$ cat src/rtl/bcd_to_bin_pkg.sv
// Shared definitions for the BCD-to-binary converter: FSM encodings and the
// largest legal BCD digit value.
package bcd_to_bin_pkg;

  // Conversion sequencer states
  typedef enum logic [1:0] {
    IDLE = 2'd0,
    CONV = 2'd1,
    DONE = 2'd2
  } state_t;

  // Largest value a single BCD digit may legally hold
  localparam logic [3:0] DIGIT_MAX = 4'd9;

endpackage

$ cat src/rtl/bcd_digit_acc.sv
// One Horner step of BCD-to-binary conversion: acc*10 + digit, built from
// two shifts and adds so no multiplier is inferred.
// Optional feature macro: BCD_TO_BIN_CHECK_EN adds the digit>9 flag output.
module bcd_digit_acc #(
  parameter int ACC_W = 18
) (
  input  logic [ACC_W-1:0] acc,
  input  logic [3:0]       digit,
`ifdef BCD_TO_BIN_CHECK_EN
  output logic             digit_bad,
`endif
  output logic [ACC_W-1:0] acc_next
);
  import bcd_to_bin_pkg::*;

  // acc*8 + acc*2 + digit; carries beyond ACC_W are intentionally dropped
  assign acc_next = (acc << 3) + (acc << 1) + {{(ACC_W-4){1'b0}}, digit};

`ifdef BCD_TO_BIN_CHECK_EN
  // A nibble above 9 is not a valid BCD digit
  assign digit_bad = (digit > DIGIT_MAX);
`endif

endmodule

$ cat src/rtl/bcd_to_bin.sv
// Serial packed-BCD to binary converter. One digit is folded into the
// accumulator per cycle, most significant digit first, with a valid/ready
// handshake on both sides. No operand is buffered while busy.
// Optional feature macro: BCD_TO_BIN_CHECK_EN enables the sticky invalid-digit
// error flag; without it err is tied low.
module bcd_to_bin
  import bcd_to_bin_pkg::*;
#(
  parameter int NDIGITS = 4,
  parameter int BIN_W   = 14
) (
  input  logic                   clk,
  input  logic                   rst,
  input  logic [4*NDIGITS-1:0]   bcd_in,
  input  logic                   in_valid,
  output logic                   in_ready,
  output logic [BIN_W-1:0]       bin_out,
  output logic                   out_valid,
  input  logic                   out_ready,
  output logic                   err
);

  localparam int SR_W  = 4 * NDIGITS;
  localparam int ACC_W = BIN_W + 4;
  localparam int CNT_W = (NDIGITS > 1) ? $clog2(NDIGITS) : 1;
  localparam logic [CNT_W-1:0] LAST_CNT = CNT_W'(NDIGITS - 1);

  state_t             state_reg;
  state_t             state_next;
  logic [SR_W-1:0]    shift_reg;
  logic [ACC_W-1:0]   acc_reg;
  logic [ACC_W-1:0]   acc_next;
  logic [CNT_W-1:0]   cnt_reg;
  logic [3:0]         cur_digit;
  logic               last_digit;

  // The digit being consumed always sits in the top nibble of the shifter
  assign cur_digit  = shift_reg[SR_W-1 -: 4];
  assign last_digit = (cnt_reg == LAST_CNT);

`ifdef BCD_TO_BIN_CHECK_EN
  logic digit_bad;
  logic err_reg;
`endif

  bcd_digit_acc #(
    .ACC_W(ACC_W)
  ) u_digit_acc (
    .acc      (acc_reg),
    .digit    (cur_digit),
`ifdef BCD_TO_BIN_CHECK_EN
    .digit_bad(digit_bad),
`endif
    .acc_next (acc_next)
  );

  // Next-state decode: accept, run NDIGITS steps, then hold until consumed
  always_comb begin
    state_next = state_reg;
    case (state_reg)
      IDLE:    if (in_valid)   state_next = CONV;
      CONV:    if (last_digit) state_next = DONE;
      DONE:    if (out_ready)  state_next = IDLE;
      default: state_next = IDLE;
    endcase
  end

  // State register
  always_ff @(posedge clk or posedge rst) begin
    if (rst) begin
      state_reg <= IDLE;
    end else begin
      state_reg <= state_next;
    end
  end

  // Operand capture, digit shifting and accumulation
  always_ff @(posedge clk or posedge rst) begin
    if (rst) begin
      shift_reg <= '0;
      acc_reg   <= '0;
      cnt_reg   <= '0;
    end else begin
      case (state_reg)
        IDLE: begin
          if (in_valid) begin
            shift_reg <= bcd_in;
            acc_reg   <= '0;
            cnt_reg   <= '0;
          end
        end
        CONV: begin
          acc_reg   <= acc_next;
          shift_reg <= shift_reg << 4;
          cnt_reg   <= cnt_reg + 1'b1;
        end
        default: begin
          // DONE: everything held so the result stays stable
        end
      endcase
    end
  end

`ifdef BCD_TO_BIN_CHECK_EN
  // Sticky invalid-digit flag, cleared when a new operand is accepted
  always_ff @(posedge clk or posedge rst) begin
    if (rst) begin
      err_reg <= 1'b0;
    end else if (state_reg == IDLE && in_valid) begin
      err_reg <= 1'b0;
    end else if (state_reg == CONV) begin
      err_reg <= err_reg | digit_bad;
    end
  end
  assign err = err_reg;
`else
  assign err = 1'b0;
`endif

  assign in_ready  = (state_reg == IDLE);
  assign out_valid = (state_reg == DONE);
  assign bin_out   = acc_reg[BIN_W-1:0];

endmodule

$ cat config.mk
export PLATFORM = sky130hd
export DESIGN_NAME = bcd_to_bin
export DESIGN_NICKNAME = d
export VERILOG_FILES = /design/src/rtl/bcd_to_bin_pkg.sv /design/src/rtl/bcd_digit_acc.sv /design/src/rtl/bcd_to_bin.sv
export SDC_FILE = /design/constraint.sdc
export NUM_CORES = 1
export LEC_CHECK = 0
export ABC_CLOCK_PERIOD_IN_PS = 2800
export BUFFER_PORTS_ARGS = -buffer_cell sky130_fd_sc_hd__buf_2
export CAP_MARGIN = 20
export CORE_MARGIN = 3
export CORE_UTILIZATION = 53
export CTS_BUF_LIST = sky130_fd_sc_hd__clkbuf_8
export DETAILED_ROUTE_END_ITERATION = 6
export PLACE_DENSITY = 0.79
export SYNTH_ARGS = -nofsm -noshare
export SYNTH_HDL_FRONTEND = slang
export SYNTH_SLANG_ARGS = --single-unit
$ cat constraint.sdc
create_clock -name clk -period 2.8 [get_ports clk]
set_clock_uncertainty 0.2 [all_clocks]
set_input_delay 0.42 -clock clk [delete_from_list [all_inputs] [get_ports clk]]
set_output_delay 0.42 -clock clk [all_outputs]
set_load 0.05 [all_outputs]
==> summary.md <==
| Metric | Value |
|---|---|
| Area share of the largest cell type after synthesis | 0.389 |
| Fraction of layout instances using a drive strength above 1 | 0.206 |
| I/O pin cnt | 37 |
| Skew-Pair Late Insertion Delay | 0.29 ns |
| Post-DP Area | 2410 sq um |
| DP HPWL | 3.54 mm |
| Largest area contributor in the netlist | dfrtp_1 |
| Yosys cell types | 41 |
| Most frequent cell after synthesis | dfrtp_1 |
| Inserted Clock Buffers | 5 |
| Largest net degree at the start of global routing | 24 |
| Worst rel slew slack | 0.416 |
| Die area | 4930 sq um |
| Crit. End Element | flip-flop |
| Synth cell count leaders | dfrtp_1, o21ai_0, nand2_1 |
| IO Port Bufs | 35 |
| Dpl ws | 0.0856 ns |
| Final setup margin | 0.0779 ns |
| Period minus WS final | 2.72 ns |
| Final GP Congestion | 0.935 |
| RSZ-0062 raised after global routing | true |
| Cell count of the worst reg-to-reg path | 9 |
| Util after Layout | 0.659 |
| Nets | 316 |
| #FFs+latches synth | 34 |
| Site row count | 22 |
| Routed wire length | 4.82 mm |
| Global-route wire length before repair | 8.45 mm |
| Die X | 70.2 microns |
| Die height | 70.2 microns |
| Max FFs per register | 16 |
| Drc violations | 0 |
| Register area share after synthesis | 0.389 |
| Primary FF master, synth | dfrtp_1 |
| Max cap viols | 0 |
| Post-route ant nets | 0 |
| Placed Instances | 312 |
| Core area | 3830 sq um |
| Initial Utilization | 0.571 |
| Reg-to-reg slack, setup | 0.08 ns |
| Layout Cells excl Fill | 320 |
| Via count | 1841 |
| Iter 0 DRT Violations | 96 |
| CP arrival | 2.75 ns |
| DR vias/cell | 5.75 |
| H-tree depth | 2 |
| Wire per inst | 15.1 microns |
| Vias in the first global route | 1856 |
| Pins Over Slew Limit | 0 |
| Clk sinks | 34 |
| Critical path class | flip-flop to flip-flop |
| First-pass detailed-route iteration total | 4 |
| Final setup vio count | 0 |
| Endpoints failing hold | 0 |
| Slew at the pin closest to its max-slew limit | 0.875 ns |
| CP Launch Type | flip-flop |
| Hold_buf cts | 0 |
| Status | finished, final reports clean |
| Mean Syn Cell Area | 9.22 sq um |
| Root Driver | clkbuf_8 |
| Post-synth ARST share | 1.00 |
| Hold Path Class | input pin to asynchronous set/reset pin |
| Synth Instances | 237 |
| Initial antenna violation count | 0 |
| GR Overflow Total | 0 |
| Largest cells by area after synthesis | dfrtp_1, ha_1, o21ai_0 |
| FF-to-FF Start | acc_reg[2] |
| EDFF count, synth | 0 |
| CTS clk-pin slew, worst paths | 0.08 ns |
| Synthesized area | 2180 sq um |
| # diodes | 0 |
| Worst reg2reg endpoint | acc_reg[13] |
| Clock tree buffer depth | 2 |
| Post-Syn Nets | 282 |
| Aggregate global-route resource usage | 0.213 |
| Filler cells | 322 |
| Synth warnings | 0 |
| Worst EP required | 2.83 ns |
| Fin area | 2520 sq um |
| Crit-path max FO | 4 |
| Period utilisation layout | 0.972 |
| Max frequency | 0.367 GHz |
| CTS tree | built |
| Area grow syn2layout | 15.5% |
timing repair:
item | 4_1_cts | 5_1_grt
gates resized for setup | 0 | 3
setup endpoints to repair | 0 | 3
setup buffers | 0 | 0
cell usage in the layout, fill, tap and decap left out, types with 4 or more instances in the layout:
cell and instances:
o21ai_0 29, nand3_1 5, dfrtp_1 32, inv_1 14, nor2_1 7, xnor2_1 4, ha_1 23, nand2_1 26
buf_2 35, nor2b_1 8, a22o_1 6, buf_4 6, clkbuf_8 5, and3b_1 11, a21oi_1 22
worst max path at each step:
stage,to,cells after the start,from
after floorplan,acc_reg[13],7,acc_reg[5]
after global placement,acc_reg[13],9,acc_reg[2]
after detailed placement,acc_reg[13],9,shift_reg[15]
after CTS,acc_reg[13],9,acc_reg[2]
after global routing,acc_reg[13],9,acc_reg[2]
final,acc_reg[13],9,acc_reg[2]
per-stage QoR:
step	setup TNS, ns	hold slack [ns]
after floorplan	0	0.250
after global routing	-0.0605	0.183
after global placement	0	0.261
after detailed placement	0	0.271
final	0	0.103
after CTS	0	0.134
metal layers:
metal,share of wire,global-route usage,vias up
met3,0.043,0.0475,9
met2,0.48,0.355,42
li1,-,-,918
met5,0,0,-
met1,0.46,0.274,872
met4,0.016,0.0681,0
logic make-up (layout without fill, tap and decap cells):
family / Yosys count / after routing / synth area share
fa+ha+maj: 25 / 25 / 0.150
buf+inv: 26 / 61 / 0.0498
other cells: 1 / 1 / 0.00172
mux: 1 / 1 / 0.00458
compound gates: 76 / 76 / 0.214
xor+xnor: 5 / 5 / 0.0200
simple gates: 69 / 69 / 0.170
flops: 34 / 34 / 0.389
worst max-delay path: stages (launching register included):
cell and delay [ns]:
dfrtp_2 0.39, inv_1 0.06, fa_1 0.55, inv_1 0.06
ha_1 0.31, a21oi_2 0.18, nor2_2 0.08, o211a_1 0.23
or4_1 0.50, nand3b_1 0.09
cell type report:
type                    instances  area [sq um]  share of cell area
clock buffers                   5          68.8              0.0273
clock inverters                 3          37.5              0.0149
flip-flops and latches         34           853               0.338
inverters                      12          45.0              0.0179
multi-input cells             177          1240               0.491
well taps                      48          60.1              0.0238
repair buffers                 41           220              0.0873
Power is left out: the tool's default activity adds up to more than one toggle a clock period on the data nets, which glitch-free logic cannot reach.
